`src/rtl/wb_regfile.sv`:
```
// rtl/wb_regfile.sv - writeback consumer: 32x32 register file with HALT freeze and commit counter
// Optional write-before-read forwarding on both read ports when WB_BYPASS_EN is defined.
module wb_regfile #(
  parameter int NREG  = 32,
  parameter int DW    = 32,
  parameter int CNT_W = 16
) (
  input  logic             clk,
  input  logic             rst_n,
  input  logic             wb_valid,
  input  logic [31:0]      IR_wb,
  input  logic [DW-1:0]    data,
  input  logic [4:0]       rs1_addr,
  input  logic [4:0]       rs2_addr,
  output logic [DW-1:0]    rs1_data,
  output logic [DW-1:0]    rs2_data,
  output logic             wr_fire,
  output logic             halted,
  output logic [CNT_W-1:0] wr_count
);

  typedef enum logic {
    S_RUN    = 1'b0,
    S_HALTED = 1'b1
  } state_t;

  state_t      state;
  state_t      state_nxt;
  logic [5:0]  op;
  logic        dec_wr;
  logic [4:0]  dec_dest;
  logic        is_halt_op;
  logic        we;
  logic        unused_ir;
  logic [DW-1:0] regs [NREG];

  assign op         = IR_wb[31:26];
  assign is_halt_op = (op == 6'h3f);
  assign unused_ir  = ^{IR_wb[25:21], IR_wb[10:0]};

  // R-type writes rd; I-type ALU and loads write rt.
  always_comb begin
    dec_wr   = 1'b0;
    dec_dest = IR_wb[20:16];
    if (op[5:3] == 3'b000) begin
      dec_wr   = 1'b1;
      dec_dest = IR_wb[15:11];
    end else if (op[5:3] == 3'b001 || op[5:1] == 5'b11000) begin
      dec_wr   = 1'b1;
    end
  end

  assign we     = wb_valid & dec_wr & (state == S_RUN) & (dec_dest != 5'd0);
  assign halted = (state == S_HALTED);

  always_comb begin
    state_nxt = state;
    case (state)
      S_RUN:    if (wb_valid && is_halt_op) state_nxt = S_HALTED;
      S_HALTED: state_nxt = S_HALTED;
    endcase
  end

  always_ff @(posedge clk or negedge rst_n) begin
    if (!rst_n) begin
      state    <= S_RUN;
      wr_fire  <= 1'b0;
      wr_count <= '0;
    end else begin
      state   <= state_nxt;
      wr_fire <= we;
      if (we && wr_count != {CNT_W{1'b1}}) begin
        wr_count <= wr_count + 1'b1;
      end
    end
  end

  always_ff @(posedge clk or negedge rst_n) begin
    if (!rst_n) begin
      for (int i = 0; i < NREG; i++) begin
        regs[i] <= '0;
      end
    end else if (we) begin
      regs[dec_dest] <= data;
    end
  end

  always_comb begin
    rs1_data = regs[rs1_addr];
    rs2_data = regs[rs2_addr];
`ifdef WB_BYPASS_EN
    if (we && rs1_addr == dec_dest) rs1_data = data;
    if (we && rs2_addr == dec_dest) rs2_data = data;
`else
`endif
    if (rs1_addr == 5'd0) rs1_data = '0;
    if (rs2_addr == 5'd0) rs2_data = '0;
  end

endmodule
```
`config.mk`:
```
export PLATFORM = sky130hd
export DESIGN_NAME = wb_regfile
export DESIGN_NICKNAME = d
export VERILOG_FILES = /design/src/rtl/wb_regfile.sv
export SDC_FILE = /design/constraint.sdc
export NUM_CORES = 2
export LEC_CHECK = 0
export ABC_AREA = 1
export BUFFER_PORTS_ARGS = -buffer_cell sky130_fd_sc_hd__buf_2
export CORE_ASPECT_RATIO = 1.4
export CORE_MARGIN = 5
export CORE_UTILIZATION = 35
export CTS_CLUSTER_SIZE = 24
export DETAILED_ROUTE_END_ITERATION = 12
export PLACE_DENSITY_LB_ADDON = 0.12
export SYNTH_ARGS = -nofsm -noshare
export SYNTH_HDL_FRONTEND = slang
export SYNTH_SLANG_ARGS = --single-unit
```
`constraint.sdc`:
```
create_clock -name clk -period 3.7 [get_ports clk]
set_clock_uncertainty 0.15 [all_clocks]
set_input_delay 0.555 -clock clk [delete_from_list [all_inputs] [get_ports clk]]
set_output_delay 0.555 -clock clk [all_outputs]
set_load 0.1 [all_outputs]
```
==> metrics.csv <==
stage;metric;value;unit
outcome;status;completed;
power;sw_frac_of_total;32.0;%
final_layout;seqCellArea;0.0261;mm^2
final_layout;finalNetCount;8483;
floorplanning;die_h;493;um
floorplanning;start_util;35.1;%
power;clockPowerShare;39.0;%
clock_tree;tritoncts;yes;
placement;gp_congestion;0.833;
detailed_routing;postRouteAntennaNets;0;
run;max-cap-violations;0;
floorplanning;rows;177;
floorplanning;dieArea;0.175;mm^2
final_layout;area_delta_synth_final;17.0;%
timing;grt_setup_unrepaired;false;
logic_synthesis;synth-edff-count;0;
logic_synthesis;synth_warnings;0;
clock_tree;insertion_delay;0.76;ns
placement;portBuffers;142;
detailed_routing;routed_wl;257;mm
final_layout;final_util;41.1;%
logic_synthesis;syn_inst;8573;
grt;grt_max_degree;103;
power;intPower;22.1;mW
logic_synthesis;synth.area.top_cells;dfrtp_1 45%, nand2_1 24%, nand3_1 12%, o21ai_0 6.8%, clkbuf_1 4.0%;
timing;worst_pin_slew;1.20;ns
power;p_per_area;477;mW/mm^2
detailed_routing;drc;0;
timing;setup_viol;0;
critical_path;timing.critical_path.buf_inv;4;
detailed_routing;wl_met3;19.7;mm
power;switching_power;10.4;mW
floorplanning;core_area;0.166;mm^2
power;ir_worst_vdd;0.000444;V
detailed_routing;drtIter0Drc;6729;
clock_tree;max-clock-path-buffers;3;
clock_tree;clk_pin_slew;0.06;ns
critical_path;critical_path.top_delay_family;buffers and inverters;
final_layout;layout-drive-gt1-share;8.94;%
critical_path;cpPeakStageDelay;0.57;ns
clock_tree;cts_buffers;117;
grt;grt_pass1_wl;381;mm
grt;grt_antenna_before_repair;2;
logic_synthesis;synthesis.nets;8651;
grt;grt_pass1_vias;57600;
detailed_routing;route.met2.wl;117;mm
logic_synthesis;synth.distinct_cells;26;
floorplanning;die_w;355;um
power;leakage;31.5;nW
grt;grt_usage;28.7;%
timing;fmax;0.294;GHz
detailed_routing;post_drt_wl_per_cell;24.1;um
critical_path;crit_slowest_cell;nand3_4;
detailed_routing;vias_per_cell;5.60;
grt;grt_overflow_total;0;
logic_synthesis;synth_seq_cells;1042;
timing;final-hold-violation-count;0;
critical_path;worst_setup_path_start_kind;input pin;
floorplanning;io_pins;159;
final_layout;n_fill_cell;17200;
logic_synthesis;async_reset_ff_share;100;%
timing;drv_slew;0;
critical_path;required;2.99;ns
logic_synthesis;synthDominantCellAreaShare;44.8;%
logic_synthesis;yosysSeqAreaShare;44.8;%
timing;setup_tns;0;ns
placement;place_hpwl;145;mm
clock_tree;htreeDepth;3;
clock_tree;root_buffer;clkbuf_16;
timing;finalCritPeriodShare;92.0;%
critical_path;critPathCaptureType;output pin;
critical_path;arrival;2.70;ns
critical_path;crit_type;input pin to output pin;
power;p_comb_share;19.2;%
logic_synthesis;synth_top_flop_cell;dfrtp_1;
logic_synthesis;synth_area;0.0582;mm^2
hold_path;hp-class;input pin to flip-flop;
logic_synthesis;avgSynthCellArea;6.79;um^2
detailed_routing;wl_met1;108;mm
timing;slew_headroom;20.1;%
detailed_routing;via_count;59700;
critical_path;crit_fanout;36;
power;p_seq_share;41.9;%
detailed_routing;routed.top_layer;met4;
logic_synthesis;yosys.area.top_type;dfrtp_1;
final_layout;multiInputGateArea;0.0291;mm^2
clock_tree;clkSinkCount;1042;
detailed_routing;first_pass_iters;8;
critical_path;path_cells;buf_8 -> inv_8 -> nand3_4 -> buf_4 -> nand2_1 -> nor2_2 -> buf_12;
timing;period_needed;3.40;ns
## cells in the mapped netlist (61+ instances only)
cell type and number:
nand4_1 114, dfrtp_1 1042, nor2_1 268, buf_1 61
o21ai_1 238, a21oi_1 138, buf_2 71, o21ai_0 795
nand3_1 1392, nand2_1 3657, inv_1 107, clkbuf_1 613
## what timing repair did
item                                   CTS  global route
gates resized for setup                  0             0
buffers inserted                         0             0
endpoints found under the hold margin  148             0
hold buffers                            35             0
## power groups by stage
stage	registers, mW	logic, mW	clock network, mW
after floorplan	13.7	3.83	0
after global placement	13.7	6.11	0
after detailed placement	13.8	6.18	0
after CTS	13.6	6.23	12.9
after global routing	13.8	6.89	13.3
final	13.6	6.23	12.7
## layout make-up
class                   instances  share of cell area [%]
flip-flops and latches       1042                    38.3
diodes                          1                 0.00367
clock buffers                 166                    5.03
inverters                     118                   0.716
multi-input cells            6662                    42.7
well taps                    2148                    3.95
clock inverters                52                   0.977
repair buffers                464                    8.36
## metrics by stage
step	area (um^2)	std cells	setup slack, ns	hold slack, ns	total power, mW
after floorplan	58400	8573	0.413	0.109	17.5
after global placement	63700	10400	0.337	0.236	19.8
after detailed placement	63700	10400	0.351	0.240	20.0
after CTS	68100	10700	0.345	0.116	32.7
after global routing	68100	10700	0.169	0.217	34.0
final	68100	10700	0.295	0.183	32.5
## routing by layer
layer / global-route usage (%) / up-vias
li1: - / 27600
met3: 4.06 / 601
met2: 46.6 / 2743
met1: 38.4 / 28700
met4: 12.2 / 0
met5: 0 / -
## flip-flops by register name, indices dropped and copies added, names as in the netlist
| register | count |
|---|---|
| halted | 1 |
| regs | 1024 |
| wr_count | 16 |
| wr_fire | 1 |
## worst min-delay path, stage by stage
cell	delay, ns
buf_2	0.08
nand2_1	0.06
nand2_1	0.11
nor2_2	0.06
a21oi_1	0.18
## final timing paths
kind                                          from                  endpoint  slack [ns]  depth (start not counted)
setup / recovery                       rs1_addr[0]              rs1_data[28]        0.30                          7
hold / removal                           IR_wb[16]         wr_fire$_DFF_PN0_        0.18                          5
setup reg to reg           wr_count[0]$_DFFE_PN0P_  wr_count[14]$_DFFE_PN0P_        1.15                          9
hold reg to reg             regs[1019]$_DFFE_PN0P_    regs[1019]$_DFFE_PN0P_        0.25                          0
max in group asynchronous                    rst_n     regs[693]$_DFFE_PN0P_        1.98                          3
min in group asynchronous                    rst_n     regs[840]$_DFFE_PN0P_        0.33                          2
## cell usage in the layout, fill, tap and decap left out, types with 29 or more instances in the layout
cell / count
nand2_1: 3657
nand3_1: 1387
dfrtp_1: 1042
o21ai_0: 795
o21ai_1: 238
nor2_1: 204
buf_12: 180
buf_4: 173
a21oi_1: 138
clkbuf_16: 121
nand4_1: 114
inv_1: 102
buf_2: 69
nor2_2: 68
dlygate4sd3_1: 35
nand2_4: 29
## cells by family (layout without fill, tap and decap cells)
group           Yosys count  count (layout)  share of synthesized area (%)
flops                  1042            1042                           44.8
fa+ha+maj                 1               1                         0.0215
other cells               0               1                              0
simple gates           5486            5486                           39.2
compound gates         1172            1172                           10.1
buf+inv                 869             800                           5.81
xor+xnor                  3               3                         0.0451
No activity file was read; power rests on OpenSTA's default activity.
